--- src/rtl/vga_pkg.sv ---
// rtl/vga_pkg.sv - shared 640x480@60 timing, lock-state enum and CRC-16 constants
package vga_pkg;

  localparam int VGA_H_SYNC   = 96;
  localparam int VGA_H_BACK   = 48;
  localparam int VGA_H_ACTIVE = 640;
  localparam int VGA_H_TOTAL  = 800;
  localparam int VGA_V_SYNC   = 2;
  localparam int VGA_V_BACK   = 33;
  localparam int VGA_V_ACTIVE = 480;
  localparam int VGA_V_TOTAL  = 525;

  typedef enum logic [1:0] {
    HUNT    = 2'd0,
    ACQUIRE = 2'd1,
    LOCKED  = 2'd2
  } lock_state_t;

  localparam logic [15:0] CRC16_POLY = 16'h1021;
  localparam logic [15:0] CRC16_INIT = 16'hFFFF;

  // One pixel's worth of CRC-16-CCITT, bit 23 first.
  function automatic logic [15:0] crc16_step24(input logic [15:0] crc_in, input logic [23:0] data);
    logic [15:0] c;
    c = crc_in;
    for (int i = 23; i >= 0; i--) begin
      if (c[15] ^ data[i]) c = {c[14:0], 1'b0} ^ CRC16_POLY;
      else                 c = {c[14:0], 1'b0};
    end
    return c;
  endfunction

endpackage

--- src/rtl/vga_rx_crc16.sv ---
// rtl/vga_rx_crc16.sv - CRC-16-CCITT accumulator taking one 24-bit pixel per cycle
module vga_rx_crc16
  import vga_pkg::*;
(
  input  logic        clk,
  input  logic        rst,
  input  logic        clr,
  input  logic        en,
  input  logic [23:0] data,
  output logic [15:0] crc
);

  always_ff @(posedge clk or posedge rst) begin
    if (rst) begin
      crc <= CRC16_INIT;
    end else if (clr) begin
      crc <= CRC16_INIT;
    end else if (en) begin
      crc <= crc16_step24(crc, data);
    end
  end

endmodule

--- src/rtl/vga_rx.sv ---
// rtl/vga_rx.sv - VGA receiver: sync tracking, line/frame checks, lock FSM, pixel capture
// Optional per-frame CRC of visible pixels is built when VGA_RX_CRC_EN is defined.
module vga_rx
  import vga_pkg::*;
#(
  parameter int   H_SYNC      = VGA_H_SYNC,
  parameter int   H_BACK      = VGA_H_BACK,
  parameter int   H_ACTIVE    = VGA_H_ACTIVE,
  parameter int   H_TOTAL     = VGA_H_TOTAL,
  parameter int   V_SYNC      = VGA_V_SYNC,
  parameter int   V_BACK      = VGA_V_BACK,
  parameter int   V_ACTIVE    = VGA_V_ACTIVE,
  parameter int   V_TOTAL     = VGA_V_TOTAL,
  parameter logic SYNC_ACTIVE = 1'b1,
  parameter int   LOCK_FRAMES = 2
) (
  input  logic        vga_clk,
  input  logic        sys_rst,
  input  logic        hsync,
  input  logic        vsync,
  input  logic [23:0] rgb_in,
  output logic [9:0]  pos_x,
  output logic [9:0]  pos_y,
  output logic        pix_valid,
  output logic [23:0] pix_data,
  output logic        frame_start,
  output logic        locked,
  output logic        err_h,
  output logic        err_v,
  output logic [15:0] frame_cnt,
  output logic [15:0] crc,
  output logic        crc_valid
);

  localparam logic [9:0] H_LAST      = 10'(H_TOTAL - 1);
  localparam logic [9:0] V_LAST      = 10'(V_TOTAL - 1);
  localparam logic [9:0] H_START     = 10'(H_SYNC + H_BACK);
  localparam logic [9:0] H_END       = 10'(H_SYNC + H_BACK + H_ACTIVE);
  localparam logic [9:0] V_START     = 10'(V_SYNC + V_BACK);
  localparam logic [9:0] V_END       = 10'(V_SYNC + V_BACK + V_ACTIVE);
  localparam logic [3:0] GOOD_TARGET = 4'(LOCK_FRAMES);
  localparam logic [9:0] CNT_MAX     = 10'd1023;

  logic        hs_r, vs_r, hs_d, vs_d;
  logic [23:0] rgb_r;
  logic        hs_lead, vs_lead;

  logic [9:0]  h_cnt, v_cnt, h_next, v_next;
  logic        h_seen, v_seen;
  logic        err_h_c, err_v_c, sat_c, sat_r;
  logic        frame_err, frame_bad;
  logic        h_win, v_win, pix_en;
  logic [3:0]  good;
  lock_state_t state;

  always_ff @(posedge vga_clk or posedge sys_rst) begin
    if (sys_rst) begin
      hs_r  <= 1'b0;
      vs_r  <= 1'b0;
      hs_d  <= 1'b0;
      vs_d  <= 1'b0;
      rgb_r <= '0;
    end else begin
      hs_r  <= hsync;
      vs_r  <= vsync;
      hs_d  <= hs_r;
      vs_d  <= vs_r;
      rgb_r <= rgb_in;
    end
  end

  assign hs_lead = (hs_r == SYNC_ACTIVE) && (hs_d != SYNC_ACTIVE);
  assign vs_lead = (vs_r == SYNC_ACTIVE) && (vs_d != SYNC_ACTIVE);

  // h_next/v_next are the coordinates of the sample now sitting in the input register.
  always_comb begin
    h_next  = h_cnt;
    v_next  = v_cnt;
    err_h_c = 1'b0;
    err_v_c = 1'b0;
    sat_c   = 1'b0;
    if (hs_lead) begin
      h_next  = '0;
      err_h_c = h_seen && (h_cnt != H_LAST);
    end else if (h_cnt == CNT_MAX - 10'd1) begin
      h_next = CNT_MAX;
      sat_c  = 1'b1;
    end else if (h_cnt != CNT_MAX) begin
      h_next = h_cnt + 10'd1;
    end
    if (vs_lead) begin
      v_next  = '0;
      err_v_c = v_seen && (v_cnt != V_LAST);
    end else if (hs_lead && (v_cnt != CNT_MAX)) begin
      v_next = v_cnt + 10'd1;
    end
    h_win     = (h_next >= H_START) && (h_next < H_END);
    v_win     = (v_next >= V_START) && (v_next < V_END);
    frame_bad = frame_err | err_h_c | err_v_c | sat_c;
  end

  assign pix_en = h_win && v_win && (state == LOCKED);
  assign locked = (state == LOCKED);

  always_ff @(posedge vga_clk or posedge sys_rst) begin
    if (sys_rst) begin
      h_cnt       <= '0;
      v_cnt       <= '0;
      h_seen      <= 1'b0;
      v_seen      <= 1'b0;
      sat_r       <= 1'b0;
      frame_err   <= 1'b0;
      good        <= '0;
      state       <= HUNT;
      err_h       <= 1'b0;
      err_v       <= 1'b0;
      frame_start <= 1'b0;
      frame_cnt   <= '0;
      pix_valid   <= 1'b0;
      pos_x       <= '0;
      pos_y       <= '0;
      pix_data    <= '0;
    end else begin
      h_cnt       <= h_next;
      v_cnt       <= v_next;
      err_h       <= err_h_c | sat_c;
      err_v       <= err_v_c;
      sat_r       <= sat_c;
      frame_start <= vs_lead;
      frame_err   <= vs_lead ? 1'b0 : (frame_err | err_h_c | err_v_c | sat_c);

      // Losing horizontal timing re-arms the first-edge exemption for both axes.
      if (sat_c) begin
        h_seen <= 1'b0;
        v_seen <= 1'b0;
      end else begin
        if (hs_lead) h_seen <= 1'b1;
        if (vs_lead) v_seen <= 1'b1;
      end

      pix_valid <= pix_en;
      if (pix_en) begin
        pos_x    <= h_next - H_START;
        pos_y    <= v_next - V_START;
        pix_data <= rgb_r;
      end

      if (vs_lead && (state == LOCKED)) frame_cnt <= frame_cnt + 16'd1;

      case (state)
        HUNT: begin
          if (vs_lead) begin
            state <= ACQUIRE;
            good  <= '0;
          end
        end
        ACQUIRE: begin
          if (sat_r) begin
            state <= HUNT;
          end else if (vs_lead) begin
            if (frame_bad) begin
              good <= '0;
            end else if (good + 4'd1 >= GOOD_TARGET) begin
              state <= LOCKED;
              good  <= '0;
            end else begin
              good <= good + 4'd1;
            end
          end
        end
        LOCKED: begin
          // Reacts to the registered error pulse so locked drops one cycle after it.
          if (sat_r) begin
            state <= HUNT;
          end else if (err_h || err_v) begin
            state <= ACQUIRE;
            good  <= '0;
          end
        end
        default: state <= HUNT;
      endcase
    end
  end

`ifdef VGA_RX_CRC_EN
  logic [15:0] crc_acc;

  vga_rx_crc16 u_crc16 (
    .clk  (vga_clk),
    .rst  (sys_rst),
    .clr  (vs_lead),
    .en   (pix_en),
    .data (rgb_r),
    .crc  (crc_acc)
  );

  always_ff @(posedge vga_clk or posedge sys_rst) begin
    if (sys_rst) begin
      crc       <= '0;
      crc_valid <= 1'b0;
    end else begin
      crc_valid <= vs_lead && (state == LOCKED) && !frame_bad;
      if (vs_lead && (state == LOCKED) && !frame_bad) crc <= crc_acc;
    end
  end
`else
  assign crc       = '0;
  assign crc_valid = 1'b0;
`endif

endmodule
--- config.mk ---
export PLATFORM = sky130hd
export DESIGN_NAME = vga_rx
export DESIGN_NICKNAME = d
export VERILOG_FILES = /design/src/rtl/vga_pkg.sv /design/src/rtl/vga_rx_crc16.sv /design/src/rtl/vga_rx.sv
export SDC_FILE = /design/constraint.sdc
export NUM_CORES = 1
export LEC_CHECK = 0
export CAP_MARGIN = 40
export CORE_MARGIN = 2
export CORE_UTILIZATION = 40
export DETAILED_ROUTE_END_ITERATION = 8
export PLACE_DENSITY = 0.66
export SYNTH_ARGS = -nofsm -noshare
export SYNTH_HDL_FRONTEND = slang
export SYNTH_SLANG_ARGS = --single-unit
--- constraint.sdc ---
create_clock -name vga_clk -period 6.5 [get_ports vga_clk]
set_input_delay 0.975 -clock vga_clk [delete_from_list [all_inputs] [get_ports vga_clk]]
set_output_delay 0.975 -clock vga_clk [all_outputs]
set_load 0.005 [all_outputs]
==> results.yml <==
status:
  status: "finished, final reports clean"
synth:
  synth_edf_count: 0
  synth_ff_type: "dfrtp_1"
  syn-cell-area_um2: 5560
  ys_seq_area_share_pct: 54.9
  yosys-top-cells-count: "dfrtp_1, mux2_4, nand2_1, nor2_1, xnor2_1"
  ys_ff_latch: 122
  yosys_warnings: 0
  async_flop_share_pct: 100
  synthDistinctLibCells: 56
  netlist_instances: 447
  post-synth-top-count-cell: "dfrtp_1"
  ys_top_cells_by_area: "dfrtp_1, mux2_4, xnor2_1, buf_4, ha_1"
  yosysTopAreaCell: "dfrtp_1"
  syn_area_per_cell_um2: 12.4
  yosys.area.top_type_share_pct: 54.9
grt:
  grt_usage_pct: 16.6
  grt_max_degree: 50
  met2_usage_pct: 25.1
  use_met3_pct: 4.17
  grt_pass1_wl_um: 19100
  gr-total-overflow: 0
  grt.busiest_layer: "met2"
  global_route.usage.met1_pct: 22.3
  antenna_found_initial: 0
  grt_pass1_vias: 3774
sta:
  fin_crit_sh_pct: 64.5
  rsz0062_at_grt: "no"
  tns_ps: 0
  slew_headroom_pct: 46.1
  finalHoldViolations: 0
  worst_pin_slew_ps: 800
  setup_viol: 0
  fmax_mhz: 239
  hold-worst-slack_ps: 379
  min_period_ps: 4190
  clock_skew_ps: 17.8
  drv_slew: 0
hold_path:
  hold_depth: 0
  hold_end: "vs_d"
  hold_start: "vs_r"
  worstHoldPathType: "reg2reg"
setup_path:
  cp_max_fo: 45
  r2r_end: "pix_data[23]"
  cp_slowest_stage_delay_ps: 640
  crit_type: "reg2reg"
  critPathRequiredTime_ps: 6800
  arrival_ps: 4500
  setup.worst_path.start_class: "register"
  rrSetupSlack_ps: 2310
  reg2reg_from: "h_cnt[0]"
  path_buf_inv: 2
  cp_top_family: "compound AO/OA/AOI/OAI gates"
  crit_path_cell_trace: "ha_1 > nand3_1 > o311ai_0 > xnor2_1 > a21oi_1 > or2_2 > ha_1 > o31ai_1 > o211ai_1 > o311ai_0 > clkbuf_2 > a211oi_4 > buf_4 > mux2_2"
  endpoint_kind: "register"
  critPathLaunch: "h_cnt[0]"
  reg2reg_depth: 14
  cp_slowest_cell: "buf_4"
routing:
  drt-total-wl_um: 11700
  firstDrtPassIters: 5
  via_per_inst: 5.08
  wl_per_cell_um: 15.8
  drc: 0
  final_antenna_net_count: 0
  drtIter0Drc: 203
  dr_total_vias: 3753
clock_tree:
  cts_max_path_buffers: 2
  postCtsSetupRepairBufs: 0
  cts_made_buffers: 17
  cts_resized: 0
  htree_levels: 4
  cts_sinks: 122
  hold_buffers: 0
  clk_pin_slew_ps: 60
  clock_latency_ps: 420
  cts_tree: "yes"
  cts.root.buffer_cell: "clkbuf_16"
floorplanning:
  start_util_pct: 40.5
  dieArea_um2: 14900
  core_area_um2: 13700
  pin_count: 110
  rows: 43
  die_x_um: 122
  die_height_um: 122
place:
  dp.cells: 706
  portBuffers: 92
  dp_hpwl_um: 7990
  gp_congestion: 0.868
power_and_ir_drop:
  combPwrFrac_pct: 9.7
  internal-power_mw: 1.51
  swShare_pct: 24.7
  p_per_area_nw_per_um2: 278
  clkPwrFrac_pct: 48.2
  switchingPower_mw: 0.494
  p_seq_share_pct: 42.1
  ir_drop_mv: 0.157
  leakage_nw: 3.14
cells_and_area:
  fin_nets: 584
  antenna_cells: 0
  area_growth_pct: 29.5
  fillers: 1155
  drive_above_1_share_pct: 16.1
  final_cells: 739
job:
  maxCapViolCount: 0
[worst max-delay path by stage]
stage / cells past startpoint / slack, ps / endpoint
finish: 14 / 2310 / pix_data[23]
detailed placement: 13 / 2270 / pix_data[23]
CTS: 13 / 2250 / pix_data[23]
global placement: 13 / 2350 / pix_data[23]
global route: 14 / 2020 / pos_x[9]
floorplan: 1 / 2280 / err_h
[worst reg2reg max path: cells and delay by family (launching register included)]
kind / cells / cell delay (ps)
compound gates: 6 / 1360
xor+xnor: 1 / 130
fa+ha+maj: 2 / 500
buf+inv: 2 / 830
flops: 1 / 430
mux: 1 / 450
simple gates: 2 / 370
[area by class of cell]
type / count / area [um^2] / share of cell area (%)
inverter: 19 / 73.8 / 1.03
sequential: 122 / 3050 / 42.4
multi-input combinational: 289 / 2260 / 31.4
timing repair buffer: 97 / 976 / 13.6
clock inverter: 13 / 168 / 2.33
tap: 180 / 225 / 3.13
clock buffer: 19 / 443 / 6.15
[layout by cell type (no fill, tap or decap), types with 17 or more instances in the layout]
cell type / instances
conb_1: 17
clkbuf_16: 17
nand2_1: 28
xnor2_1: 19
dfrtp_1: 122
clkdlybuf4s50_1: 92
inv_1: 17
nor2_1: 19
mux2_4: 36
[flip-flops by register name (all words and copies together), names as in the netlist, 2 cells and up]
| name | count |
|---|---|
| frame_cnt | 16 |
| good | 4 |
| h_cnt | 10 |
| pix_data | 24 |
| pos_x | 10 |
| pos_y | 10 |
| rgb_r | 24 |
| state | 2 |
| v_cnt | 10 |
[metrics by stage]
step / instance area, um^2 / power [mW] / worst slack (ps) / util, %
floorplan: 5620 / 0.975 / 2280 / -
global placement: 6560 / 1.04 / 2350 / 47.8
CTS: 7190 / 2.03 / 2250 / 52.4
finish: 7200 / 2.00 / 2310 / 52.5
detailed placement: 6580 / 1.05 / 2270 / 48.0
global route: 7200 / 2.09 / 2020 / 52.5
[layer usage]
| layer | wire length [um] | part of all wire, % | up-vias |
|---|---|---|---|
| met5 | 0 | 0 | - |
| met4 | 188 | 1.6 | 0 |
| met3 | 564 | 4.8 | 13 |
| met2 | 5540 | 47 | 123 |
| met1 | 5400 | 46 | 1857 |
| li1 | - | - | 1760 |
[power groups by stage]
| stage | Combinational, mW | Sequential, mW | Clock, mW |
|---|---|---|---|
| 2_1_floorplan | 0.134 | 0.841 | 0 |
| 3_3_place_gp | 0.190 | 0.853 | 0 |
| 3_5_place_dp | 0.196 | 0.856 | 0 |
| 4_1_cts | 0.197 | 0.843 | 0.985 |
| 5_1_grt | 0.222 | 0.852 | 1.02 |
| 6_report | 0.194 | 0.843 | 0.965 |
[cell families after synthesis]
family          count (synthesis)  synth area share [%]
compound gates                 59                  8.12
flops                         122                  54.9
xor+xnor                       27                  4.25
fa+ha+maj                      10                  2.25
buf+inv                        52                  5.54
other cells                     1                0.0674
mux                            48                  12.0
simple gates                  128                  12.8
No activity file was read; power rests on OpenSTA's default activity.
